File: src/rtl/approx_mult_sweep_ctrl.sv
// approx_mult_sweep_ctrl: walks every signed 8x8 operand pair through an external approximate
// multiplier and accumulates error statistics against the exact product.
// Latency: first pair on mult_a/mult_b one cycle after start; done MULT_LAT+1 cycles after last pair.
// Backpressure: none in pipelined mode; with SWEEP_STREAM_EN each record stalls until rec_ready.
// Ports: clk, rst_n (async, active-low); start/abort in; busy/done out; mult_a/mult_b out,
//        mult_out in; err_cnt, max_abs_err, worst_a/worst_b, sum_abs_err, err_sum statistics out.
// Optional macro SWEEP_STREAM_EN: one pair at a time, each result emitted as a per-pair record
//        on rec_valid/rec_ready with rec_a, rec_b, rec_out, rec_err.
module approx_mult_sweep_ctrl #(
  parameter int MULT_LAT = 0
) (
  input  logic               clk,
  input  logic               rst_n,
  input  logic               start,
  input  logic               abort,
  output logic               busy,
  output logic               done,
  output logic signed [7:0]  mult_a,
  output logic signed [7:0]  mult_b,
  input  logic signed [15:0] mult_out,
  output logic [16:0]        err_cnt,
  output logic [15:0]        max_abs_err,
  output logic signed [7:0]  worst_a,
  output logic signed [7:0]  worst_b,
  output logic [31:0]        sum_abs_err,
  output logic signed [32:0] err_sum
`ifdef SWEEP_STREAM_EN
  ,
  output logic               rec_valid,
  input  logic               rec_ready,
  output logic signed [7:0]  rec_a,
  output logic signed [7:0]  rec_b,
  output logic signed [15:0] rec_out,
  output logic signed [16:0] rec_err
`endif
);

  typedef enum logic [1:0] {IDLE, RUN, DRAIN} state_t;

  localparam logic signed [7:0] OP_MIN = 8'sh80;
  localparam logic signed [7:0] OP_MAX = 8'sh7f;

  state_t             state;
  logic signed [7:0]  cap_a;
  logic signed [7:0]  cap_b;
  logic               cap_vld;
  logic signed [15:0] ext_a;
  logic signed [15:0] ext_b;
  logic signed [15:0] exact;
  logic signed [16:0] err;
  logic [15:0]        abs_err;
  logic               accept;
  logic               cap_en;
  logic               on_last;

  assign accept  = (state == IDLE) && start && !abort;
  // A capture landing on the abort edge belongs to a discarded in-flight pair.
  assign cap_en  = cap_vld && !(busy && abort);
  assign on_last = (mult_a == OP_MAX) && (mult_b == OP_MAX);

  always_comb begin
    ext_a   = {{8{cap_a[7]}}, cap_a};
    ext_b   = {{8{cap_b[7]}}, cap_b};
    exact   = ext_a * ext_b;
    err     = {mult_out[15], mult_out} - {exact[15], exact};
    // |err| never exceeds 49152, so the low 16 bits of the negation are exact.
    abs_err = err[16] ? (~err[15:0] + 16'd1) : err[15:0];
  end

  // Statistics: cleared on an accepted start, otherwise held between sweeps.
  always_ff @(posedge clk or negedge rst_n) begin
    if (!rst_n) begin
      err_cnt     <= '0;
      max_abs_err <= '0;
      worst_a     <= '0;
      worst_b     <= '0;
      sum_abs_err <= '0;
      err_sum     <= '0;
    end else if (accept) begin
      err_cnt     <= '0;
      max_abs_err <= '0;
      worst_a     <= '0;
      worst_b     <= '0;
      sum_abs_err <= '0;
      err_sum     <= '0;
    end else if (cap_en) begin
      if (err != 17'sd0) err_cnt <= err_cnt + 17'd1;
      sum_abs_err <= sum_abs_err + {16'd0, abs_err};
      err_sum     <= err_sum + {{16{err[16]}}, err};
      // Strictly greater keeps the first pair that reached the maximum.
      if (abs_err > max_abs_err) begin
        max_abs_err <= abs_err;
        worst_a     <= cap_a;
        worst_b     <= cap_b;
      end
    end
  end

`ifndef SWEEP_STREAM_EN
  logic iss_vld;
  logic iss_last;
  logic cap_last;

  assign iss_vld  = (state == RUN);
  assign iss_last = iss_vld && on_last;

  // Operand/valid delay line so each product is scored against the pair that produced it.
  if (MULT_LAT == 0) begin : g_direct
    assign cap_a    = mult_a;
    assign cap_b    = mult_b;
    assign cap_vld  = iss_vld;
    assign cap_last = iss_last;
  end else begin : g_delay
    logic signed [7:0]   a_dly [MULT_LAT];
    logic signed [7:0]   b_dly [MULT_LAT];
    logic [MULT_LAT-1:0] vld_dly;
    logic [MULT_LAT-1:0] last_dly;
    logic                flush;

    assign flush = busy && abort;

    always_ff @(posedge clk or negedge rst_n) begin
      if (!rst_n) begin
        for (int i = 0; i < MULT_LAT; i++) begin
          a_dly[i] <= '0;
          b_dly[i] <= '0;
        end
        vld_dly  <= '0;
        last_dly <= '0;
      end else begin
        a_dly[0]    <= mult_a;
        b_dly[0]    <= mult_b;
        vld_dly[0]  <= iss_vld && !flush;
        last_dly[0] <= iss_last;
        for (int i = 1; i < MULT_LAT; i++) begin
          a_dly[i]    <= a_dly[i-1];
          b_dly[i]    <= b_dly[i-1];
          vld_dly[i]  <= vld_dly[i-1] && !flush;
          last_dly[i] <= last_dly[i-1];
        end
      end
    end

    assign cap_a    = a_dly[MULT_LAT-1];
    assign cap_b    = b_dly[MULT_LAT-1];
    assign cap_vld  = vld_dly[MULT_LAT-1];
    assign cap_last = last_dly[MULT_LAT-1];
  end

  always_ff @(posedge clk or negedge rst_n) begin
    if (!rst_n) begin
      state  <= IDLE;
      busy   <= 1'b0;
      done   <= 1'b0;
      mult_a <= '0;
      mult_b <= '0;
    end else begin
      done <= 1'b0;
      case (state)
        IDLE: begin
          if (accept) begin
            state  <= RUN;
            busy   <= 1'b1;
            mult_a <= OP_MIN;
            mult_b <= OP_MIN;
          end
        end
        default: begin
          if (abort) begin
            state  <= IDLE;
            busy   <= 1'b0;
            mult_a <= '0;
            mult_b <= '0;
          end else begin
            if (state == RUN) begin
              if (on_last) begin
                state  <= DRAIN;
                mult_a <= '0;
                mult_b <= '0;
              end else begin
                mult_b <= mult_b + 8'sd1;
                if (mult_b == OP_MAX) mult_a <= mult_a + 8'sd1;
              end
            end
            // With MULT_LAT=0 the last capture coincides with the last issue, skipping DRAIN.
            if (cap_vld && cap_last) begin
              state <= IDLE;
              busy  <= 1'b0;
              done  <= 1'b1;
            end
          end
        end
      endcase
    end
  end
`else
  localparam logic [1:0] LAT_CNT = 2'(MULT_LAT);
  logic [1:0] wait_cnt;

  // The pair is held on the bus until its record is accepted, so no delay line is needed.
  assign cap_a   = mult_a;
  assign cap_b   = mult_b;
  assign cap_vld = (state == RUN) && !rec_valid && (wait_cnt == LAT_CNT);

  always_ff @(posedge clk or negedge rst_n) begin
    if (!rst_n) begin
      state     <= IDLE;
      busy      <= 1'b0;
      done      <= 1'b0;
      mult_a    <= '0;
      mult_b    <= '0;
      wait_cnt  <= '0;
      rec_valid <= 1'b0;
      rec_a     <= '0;
      rec_b     <= '0;
      rec_out   <= '0;
      rec_err   <= '0;
    end else begin
      done <= 1'b0;
      case (state)
        IDLE: begin
          if (accept) begin
            state     <= RUN;
            busy      <= 1'b1;
            mult_a    <= OP_MIN;
            mult_b    <= OP_MIN;
            wait_cnt  <= '0;
            rec_valid <= 1'b0;
          end
        end
        default: begin
          if (abort) begin
            state     <= IDLE;
            busy      <= 1'b0;
            mult_a    <= '0;
            mult_b    <= '0;
            wait_cnt  <= '0;
            rec_valid <= 1'b0;
          end else if (!rec_valid) begin
            if (cap_vld) begin
              rec_valid <= 1'b1;
              rec_a     <= mult_a;
              rec_b     <= mult_b;
              rec_out   <= mult_out;
              rec_err   <= err;
              if (on_last) state <= DRAIN;
            end else if (state == RUN) begin
              wait_cnt <= wait_cnt + 2'd1;
            end
          end else if (rec_ready) begin
            rec_valid <= 1'b0;
            wait_cnt  <= '0;
            if (state == DRAIN) begin
              state  <= IDLE;
              busy   <= 1'b0;
              done   <= 1'b1;
              mult_a <= '0;
              mult_b <= '0;
            end else begin
              mult_b <= mult_b + 8'sd1;
              if (mult_b == OP_MAX) mult_a <= mult_a + 8'sd1;
            end
          end
        end
      endcase
    end
  end
`endif

endmodule

File: config.mk
export PLATFORM = sky130hd
export DESIGN_NAME = approx_mult_sweep_ctrl
export DESIGN_NICKNAME = d
export VERILOG_FILES = /design/src/rtl/approx_mult_sweep_ctrl.sv
export SDC_FILE = /design/constraint.sdc
export NUM_CORES = 1
export LEC_CHECK = 0
export CAP_MARGIN = 20
export CORE_UTILIZATION = 50
export DETAILED_ROUTE_END_ITERATION = 8
export PLACE_DENSITY = 0.77
export SLEW_MARGIN = 20
export SYNTH_ARGS = -nofsm -noshare
export SYNTH_HDL_FRONTEND = slang
export SYNTH_SLANG_ARGS = --single-unit
File: constraint.sdc
create_clock -name clk -period 21.1 [get_ports clk]
set_input_delay 5.275 -clock clk [delete_from_list [all_inputs] [get_ports clk]]
set_output_delay 5.275 -clock clk [all_outputs]
set_load 0.005 [all_outputs]
; ---- Word level (Yosys, flattened, before mapping)
; Cells that the tools add are included.
[op_classes]
n_addsub = 7
magnitude_cmp = 1
div = 0
eq_ne = 4
muxes = 40
bitwise_logic = 1
reduce_logical = 25
mul = 1
shift = 0
[ops]
columns = cell, count
row1 = 8-bit two-way mux, 16
row2 = 33-bit two-way mux, 2
row3 = 16-bit two-way mux, 4
row4 = 32-bit two-way mux, 2
row5 = 17-bit two-way mux, 3
row6 = 33-bit adder, 1
row7 = 32-bit by 16-bit adder with 32-bit output, 1
row8 = 17-bit by 1-bit adder with 17-bit output (second input constant), 1
row9 = 17-bit nonzero test, 1
row10 = 16-bit by 16-bit subtractor with 17-bit output, 1
row11 = 16-bit by 1-bit adder with 16-bit output (second input constant), 1
row12 = 8-bit by 2-bit adder with 8-bit output (second input constant), 2
row13 = 8-bit == test (second input constant), 2
row14 = 16-bit greater-than comparator, 1
row15 = 8-bit by 8-bit multiplier with 16-bit output, 1
row16 = 16-bit NOT, 1
row17 = 2-bit two-way mux, 6
row18 = 4-bit nonzero test, 3
row19 = 2-bit AND reduction, 4
row20 = 1-bit logical AND, 7
row21 = 1-bit two-way mux, 7
row22 = 3-bit AND reduction, 2
row23 = 2-bit nonzero test, 3
row24 = 3-bit nonzero test, 2
row25 = 4 further kinds, 5
[word_totals]
n_memories = 0
out_inout_bits = 132
latch_bits = 0
word_cells = 90
mem_bits_ro = 0
ramBits = 0
inputBits = 20
regBits = 134

; ---- Logic depth before layout (Yosys ltp)
; Gate-level depths: netlist of run 1.
[logic_depth]
ltp_word = 9
mapped_depth = 36
mapped_depth_nobuf = 31

; ---- Least setup slack after synthesis of run 1
; No wires, ideal clock.
[synth_timing]
path_type = input port to flip-flop
startpoint = in mult_out[2]
endpoint = reg sum_abs_err[21]
path_slack_ns = 9.889
setup_time_ns = 0.132
t_required_ns = 20.968
cell_stages = 24
n_path_buf = 2
arrival_ns = 11.079
path_cell_list = inv_1 > fa_1 > inv_1 > ha_1 > nor2b_4 > o31a_1 > o311ai_0 > o211ai_1 > a41oi_1 > xnor2_1 > clkbuf_1 > clkbuf_1 > o41ai_1 > xnor2_1 > ha_1 > and3_1 > nand3_1 > or3b_2 > nand3_1 > a41oi_1 > o31ai_1 > nand3_1 > xor2_1 > nor2_1
[synth_between]
elab_chain_cells = 7
[synth_lines]
columns = element, line_no
row1 = "start, declared", 20  ; input logic signed [15:0] mult_out,
row2 = 16-bit by 16-bit subtractor with 17-bit output *, 65  ; err = {mult_out[15], mult_out} - {exact[15], exact};
row3 = 16-bit NOT, 67  ; abs_err = err[16] ? (~err[15:0] + 16'd1) : err[15:0];
row4 = 16-bit by 1-bit adder with 16-bit output, 67
row5 = 16-bit two-way mux *, 67
row6 = 32-bit by 16-bit adder with 32-bit output *, 88  ; sum_abs_err <= sum_abs_err + {16'd0, abs_err};
row7 = 32-bit two-way mux *, 86  ; end else if (cap_en) begin
row8 = 32-bit two-way mux *, 79  ; end else if (accept) begin
row9 = "end signal, assigned", 88
row10 = "end, declared", 25  ; output logic [31:0] sum_abs_err,
; Mark *: on every way between the ends. The rest lies on a longest branch, timed or not. The select of a mux whose other input is x is not followed.
; A chain may end at the register's enable or synchronous reset.

; ---- Final worst setup path of run 1
[layout_timing]
startpoint = in mult_out[3]
endpoint = reg sum_abs_err[24]
; Same word-level chain as after synthesis.

==> metrics.txt, run 1 <==
Min-Delay Path Class=reg -> reg; Max Root-Sink Buffers=2; initial antenna violation count=0; most common cell after layout, fill and taps aside=inv_1; Synth Instances=1,387; WS Path Type=in -> reg; DRC Markers=0; htree depth=4; final hold vios=0; n_diodes=0; first-pass GRT wire length=51,400 um; largest net degree at the start of global routing=77; Die W=158 um; post_cts resized=0; dpl cell area=14,000 um^2; # fillers=1,975; clk slew on worst S/H paths=0.06 ns; die span in y=158 um; hold_buf cts=0; Slew Limit Fails=0; Cells after DPL=1,818; vias in the first global route=10,200; Layout area overhead=20.0%; commonest cells after routing, fill and taps aside=156 x inv_1, 150 x clkdlybuf4s50_1, 134 x dfrtp_1; final worst-path cycle share=55.2%; share of cells above drive strength 1=3.92%; Clock Skew=0.0114 ns; critical path launch point type=primary input; io pins=152; clock sink total=134; synth unique cells=68; Final Cell Area=14,600 um^2; Rel. slew slack=39.1%; Setup WS post-layout=9.45 ns; status=finished clean; DRT iter0 DRCs=755; syn avg cell area=8.75 um^2; routed vias=10,500; fin nets=1,712; top-area cell type share of the netlist area=27.6%; CP Max Fanout=35; # port buffers=151; clock latency on the worst-skew pair=0.43 ns; maximum clock frequency=0.0859 GHz; largest cells by area after synthesis=dfrtp_1 28%, fa_1 11%, ha_1 11%; DR WL/cell=16.9 um; final wirelength=31,200 um; Top FF cell, synth=dfrtp_1; DP Wirelength=23,000 um; final RePlAce weighted congestion=0.912; area of the die=24,900 um^2; setup TNS=0 ns; ys async rst share=100%; cts bufs inserted=17; Post-Syn Area=12,100 um^2; Seq cells post-synth=134; Final setup viols=0; Synth area leader=dfrtp_1; grt total ovfl=0; Post-CTS Repair Setup Buffers=0; Placement Setup Slack=9.17 ns; EDFF count, synth=0; Root Buffer Master=clkbuf_16; starting density of the core=51.4%; ANT nets after route=0; post-synthesis net count=1,581; Worst Path Arrival=11.92 ns; total of warnings raised by yosys=0; FP Rows=56; Non-Filler Instances=1,849; register area share after synthesis=27.6%; Worst-Margin Slew=0.910 ns; routed vias/inst=5.65; gr usage total=26.2%; number of max-cap violations=0; WP data required=21.38 ns; core area=23,600 um^2; Final Critical Period=11.65 ns; CTS tree=built; RSZ-0062 raised after global routing=false; drt first pass iters=5; crit path capture type=flip-flop
-- final timing paths --
check / startpoint / cells past startpoint / slack [ns] / to
max: mult_out[3] / 26 / 9.45 / sum_abs_err[24]$_DFFE_PN0P_
min: err_sum[6]$_DFFE_PN0P_ / 2 / 0.52 / err_sum[6]$_DFFE_PN0P_
max reg2reg: mult_b[0]$_DFFE_PN0P_ / 31 / 11.97 / sum_abs_err[24]$_DFFE_PN0P_
min reg2reg: err_sum[6]$_DFFE_PN0P_ / 2 / 0.52 / err_sum[6]$_DFFE_PN0P_
max in group asynchronous: rst_n / 2 / 15.14 / err_sum[4]$_DFFE_PN0P_
min in group asynchronous: rst_n / 1 / 4.81 / err_sum[19]$_DFFE_PN0P_
-- cell families after synthesis --
kind of cell | after synthesis | share of synthesized area (%)
simple gates | 438 | 17.5
xor+xnor | 101 | 7.35
flops | 134 | 27.6
compound gates | 300 | 16.0
fa+ha+maj | 175 | 22.2
mux | 36 | 2.97
buf+inv | 203 | 6.37
-- synth_stat cells (11+ instances only) --
master / number
o21ai_0: 90
o31ai_1: 11
nor3_1: 17
clkbuf_1: 38
nor2b_1: 18
mux2i_1: 36
nand2_1: 131
dfrtp_1: 134
nand2b_1: 18
and2_1: 37
a2111oi_0: 11
o21a_1: 16
nor2_1: 110
a21oi_1: 62
xnor2_1: 57
nand3_1: 41
a211oi_1: 16
inv_1: 156
and3_1: 17
fa_1: 67
a21o_1: 29
xor2_1: 43
nand4_1: 13
ha_1: 107
-- critical path: stages --
cell and delay [ns]:
clkdlybuf4s50_1 0.50, inv_1 0.10, fa_1 0.51, inv_1 0.05, ha_1 0.36, nor2b_4 0.15, o31a_1 0.29, o311ai_0 0.57
o211ai_1 0.22, a41oi_1 0.35, xnor2_2 0.15, buf_4 0.39, nand2_1 0.11, o21ai_0 0.17, inv_1 0.13, fa_1 0.45
nor2b_1 0.13, o21ai_0 0.10, a21boi_0 0.25, o21ai_0 0.13, a21boi_0 0.36, nor3_1 0.12, nor4_1 0.60, o211ai_1 0.21
xor2_1 0.16, nor2_1 0.06
-- registers in the layout, indices dropped and copies added (netlist names) --
name,flops
done,1
mult_b,8
err_sum,33
max_abs_err,16
sum_abs_err,32
busy,1
mult_a,8
state,2
worst_a,8
err_cnt,17
worst_b,8
-- layer usage --
layer	global-route usage (%)	up-vias	share of wire, %
met1	34.8	5103	44
met3	3.86	41	5.4
met2	43.7	316	48
met4	8.46	0	2.0
li1	-	4994	-
met5	0	-	0
-- final cells by class --
| class | count | area [um^2] | share of cell area (%) |
|---|---|---|---|
| Multi-Input combinational cell | 1050 | 8050 | 55.3 |
| Clock inverter | 14 | 176 | 1.21 |
| Tap cell | 319 | 399 | 2.74 |
| Inverter | 156 | 586 | 4.02 |
| Clock buffer | 17 | 425 | 2.92 |
| Sequential cell | 134 | 3350 | 23.0 |
| Timing Repair Buffer | 159 | 1580 | 10.8 |
-- metrics by stage --
step / hold WS, ns / util [%]
3_5_place_dp: 0.506 / 59.1
6_report: 0.517 / 61.7
5_1_grt: 0.551 / 61.7
3_3_place_gp: 0.496 / 59.1
4_1_cts: 0.518 / 61.7
2_1_floorplan: 0.495 / -
Power of run 1 is left out: the tool's default activity adds up to more than one toggle a clock period on the data nets, which glitch-free logic cannot reach.
==> inputs of run 2 (changes only) <==
==> constraint.sdc (replaced) <==
create_clock -name clk -period 11.44 [get_ports clk]
set_input_delay 2.86 -clock clk [delete_from_list [all_inputs] [get_ports clk]]
set_output_delay 2.86 -clock clk [all_outputs]
set_load 0.005 [all_outputs]
==> metrics.txt, run 2 (synthesis gave the netlist of run 1 again) <==
crit path capture type=flip-flop; clock sink total=134; hold_buf cts=0; status=finished clean; clk slew on worst S/H paths=0.06 ns; critical path launch point type=primary input; first-pass GRT wire length=50,000 um; Final Critical Period=9.22 ns; Layout area overhead=19.8%; number of max-cap violations=0; routed vias=10,500; max reg flops=33; Max Root-Sink Buffers=2; WS Path Type=in -> reg; fin nets=1,713; RSZ-0062 raised after global routing=false; area of the die=24,900 um^2; Die W=158 um; io pins=152; drt first pass iters=5; grt total ovfl=0; most common cell after layout, fill and taps aside=inv_1; Root Buffer Master=clkbuf_16; setup TNS=0 ns; maximum clock frequency=0.109 GHz; commonest cells after routing, fill and taps aside=156 x inv_1, 150 x clkdlybuf4s50_1, 134 x dfrtp_1; WP data required=11.73 ns; largest net degree at the start of global routing=77; Rel. slew slack=38.9%; CTS tree=built; ANT nets after route=0; Post-CTS Repair Setup Buffers=0; die span in y=158 um; CP Max Fanout=35; final worst-path cycle share=80.6%; starting density of the core=51.4%; routed vias/inst=5.67; vias in the first global route=10,100; FP Rows=56; Largest regs=err_sum (33), sum_abs_err (32), err_cnt (17); Min-Delay Path Class=reg -> reg; clock latency on the worst-skew pair=0.44 ns; DR WL/cell=16.4 um; htree depth=4; share of cells above drive strength 1=4.05%; Worst-Margin Slew=0.912 ns; final wirelength=30,400 um; final RePlAce weighted congestion=0.915; final hold vios=0; Clock Skew=0.0154 ns; DP Wirelength=22,700 um; DRC Markers=0; Worst Path Arrival=9.51 ns; Final setup viols=0; largest register by flop count=err_sum; initial antenna violation count=0; # port buffers=151; post_cts resized=0; Slew Limit Fails=0; cts bufs inserted=17; DRT iter0 DRCs=817; n_diodes=0; gr usage total=25.5%; core area=23,600 um^2
-- run 2: metal layers --
| layer | GRT usage, % | part of all wire [%] |
|---|---|---|
| met5 | 0 | 0 |
| met1 | 34.1 | 44 |
| met2 | 42.1 | 49 |
| met4 | 6.93 | 1.4 |
| met3 | 4.98 | 6.5 |
-- run 2: area by class of cell --
type / count / area, um^2
Fill cell: 2043 / 9070
Multi-Input combinational cell: 1050 / 8050
Sequential cell: 134 / 3350
Timing Repair Buffer: 160 / 1600
Inverter: 156 / 586
Clock buffer: 19 / 453
Tap cell: 319 / 399
Clock inverter: 13 / 97.6
-- run 2: metrics by stage --
step                setup slack (ns)  cells  instance area (um^2)  hold slack [ns]  util (%)
finish                          2.22   1851                 14500            0.509      61.6
global route                    1.65   1851                 14500            0.543      61.6
CTS                             2.34   1850                 14500            0.514      61.5
detailed placement              1.94   1818                 14000            0.502      59.1
global placement                2.02   1818                 14000            0.499      59.1
floorplan                       2.64   1387                 12100            0.495         -
-- run 2: worst paths after layout --
path | from | endpoint | slack, ns | cells past startpoint
max in group asynchronous | rst_n | sum_abs_err[14]$_DFFE_PN0P_ | 7.92 | 3
worst max-delay path | mult_out[3] | sum_abs_err[20]$_DFFE_PN0P_ | 2.22 | 26
worst min-delay path | err_sum[3]$_DFFE_PN0P_ | err_sum[3]$_DFFE_PN0P_ | 0.51 | 2
min in group asynchronous | rst_n | err_sum[19]$_DFFE_PN0P_ | 2.40 | 1
worst min register to register | err_sum[3]$_DFFE_PN0P_ | err_sum[3]$_DFFE_PN0P_ | 0.51 | 2
worst max register to register | mult_b[0]$_DFFE_PN0P_ | sum_abs_err[20]$_DFFE_PN0P_ | 2.29 | 31
-- run 2: critical path: stages --
cell and delay [ns]:
clkdlybuf4s50_1 0.49, inv_1 0.09, fa_1 0.50, inv_1 0.04
ha_1 0.35, nor2b_4 0.15, o31a_1 0.29, o311ai_0 0.57
o211ai_1 0.22, a41oi_1 0.36, xnor2_2 0.16, buf_4 0.37
nand2_1 0.11, o21ai_0 0.17, inv_1 0.14, fa_1 0.44
nor2b_1 0.11, o21ai_0 0.10, a21boi_0 0.26, o21ai_0 0.14
a21boi_0 0.36, nor3_1 0.13, nor4_1 0.64, o211ai_1 0.22
xor2_1 0.16, nor2_1 0.05
Power of run 2 is left out for the same reason.
==> inputs of run 3 (changes only) <==
==> constraint.sdc (replaced) <==
create_clock -name clk -period 9.15 [get_ports clk]
set_input_delay 2.2875 -clock clk [delete_from_list [all_inputs] [get_ports clk]]
set_output_delay 2.2875 -clock clk [all_outputs]
set_load 0.005 [all_outputs]
==> metrics.txt, run 3 (synthesis gave the netlist of run 1 again) <==
status=finished clean; Slew Limit Fails=0; drt first pass iters=6; io pins=152; routed vias=10,400; largest register by flop count=err_sum; Max Root-Sink Buffers=2; Clock Skew=0.0185 ns; Cells after DPL=1,830; gr usage total=25.7%; Worst Hold Path EP=err_sum[18]$_DFFE_PN0P_; commonest cells after routing, fill and taps aside=156 x inv_1, 150 x clkdlybuf4s50_1, 134 x dfrtp_1; setup TNS=0 ns; number of max-cap violations=0; final RePlAce weighted congestion=0.893; Rel. slew slack=37.8%; cts bufs inserted=17; FF-to-FF Start=mult_a[7]$_DFFE_PN0P_; Critical R2R Capture=sum_abs_err[30]$_DFFE_PN0P_; Largest regs=err_sum (33), sum_abs_err (32), err_cnt (17); ANT nets after route=0; most common cell after layout, fill and taps aside=inv_1; critical path launch point type=flip-flop; starting density of the core=51.4%; CP Max Fanout=18; max reg flops=33; Largest stage delay, worst path=0.55 ns; Hold Path Stages=2; clk slew on worst S/H paths=0.07 ns; most used cell, CP=fa_1; Register-to-Register Setup Slack=0.46 ns; die span in y=158 um; Min-Delay Path Class=reg -> reg; n_diodes=0; fin nets=1,724; core area=23,600 um^2; CTS tree=built; DP Wirelength=23,300 um; share of cells above drive strength 1=4.73%; largest net degree at the start of global routing=74; area of the die=24,900 um^2; Layout area overhead=20.8%; DRC Markers=0; Die W=158 um; CP max stage cell=fa_1; WS Path Type=reg -> reg; final hold vios=0; WHS=0.518 ns; initial antenna violation count=0; Root Buffer Master=clkbuf_16; crit path capture type=flip-flop; RSZ-0062 raised after global routing=false; Final Critical Period=8.69 ns; Final setup viols=0; WP data required=9.49 ns; Worst Path Arrival=9.03 ns; DR WL/cell=16.6 um; clock sink total=134; # port buffers=151; DRT iter0 DRCs=612; routed vias/inst=5.61; htree depth=4; grt total ovfl=0; clock latency on the worst-skew pair=0.43 ns; hold path startpoint=err_sum[18]$_DFFE_PN0P_; first-pass GRT wire length=50,200 um; cells on worst reg2reg path=29; final wirelength=30,900 um; vias in the first global route=10,200; final worst-path cycle share=94.9%; FP Rows=56; maximum clock frequency=0.115 GHz; Non-Filler Instances=1,861; Worst-Margin Slew=0.934 ns
## run 3: worst max-delay path by stage
stage,cells after the start,to,slack (ns),startpoint
floorplan,32,sum_abs_err[21]$_DFFE_PN0P_,0.47,mult_b[0]$_DFFE_PN0P_
global placement,24,sum_abs_err[30]$_DFFE_PN0P_,0.33,mult_out[3]
detailed placement,23,sum_abs_err[29]$_DFFE_PN0P_,0.21,mult_out[3]
CTS,28,sum_abs_err[29]$_DFFE_PN0P_,0.26,mult_a[7]$_DFFE_PN0P_
global route,29,sum_abs_err[30]$_DFFE_PN0P_,0.008,mult_a[7]$_DFFE_PN0P_
finish,29,sum_abs_err[30]$_DFFE_PN0P_,0.46,mult_a[7]$_DFFE_PN0P_
## run 3: through the flow
| step | util (%) | area [um^2] | worst slack, ns |
|---|---|---|---|
| 2_1_floorplan | - | 12100 | 0.467 |
| 3_3_place_gp | 59.5 | 14100 | 0.325 |
| 3_5_place_dp | 59.5 | 14100 | 0.210 |
| 4_1_cts | 62.1 | 14700 | 0.263 |
| 5_1_grt | 62.1 | 14700 | 0.00792 |
| 6_report | 62.1 | 14700 | 0.463 |
## run 3: timing repair
item,4_1_cts,5_1_grt
setup buffers,0,0
hold buffers,0,0
setup endpoints to repair,0,18
resized for setup,0,4
## run 3: worst max-delay path: cells and delay by family, from the launching register on
kind | cells | cell delay, ns
simple gates | 3 | 0.35
compound gates | 12 | 3.43
flops | 1 | 0.52
mux | 1 | 0.22
xor+xnor | 1 | 0.32
fa+ha+maj | 7 | 3.37
buf+inv | 5 | 0.36
## run 3: cell type report
cell class                 count  area [um^2]
clock inverter                14          175
fill                        2030         8950
multi-input combinational   1050         8060
sequential                   134         3350
tap                          319          399
inverter                     156          586
clock buffer                  17          425
timing repair buffer         171         1660
## run 3: routing by layer
layer	part of all wire, %	track usage (%)	up-vias	routed length, um
li1	-	-	5009	-
met1	44	34.1	5053	13600
met2	49	42.9	330	15000
met3	5.5	3.72	42	1700
met4	2.0	8.65	0	618
met5	0	0	-	0
Power of run 3 is left out for the same reason.
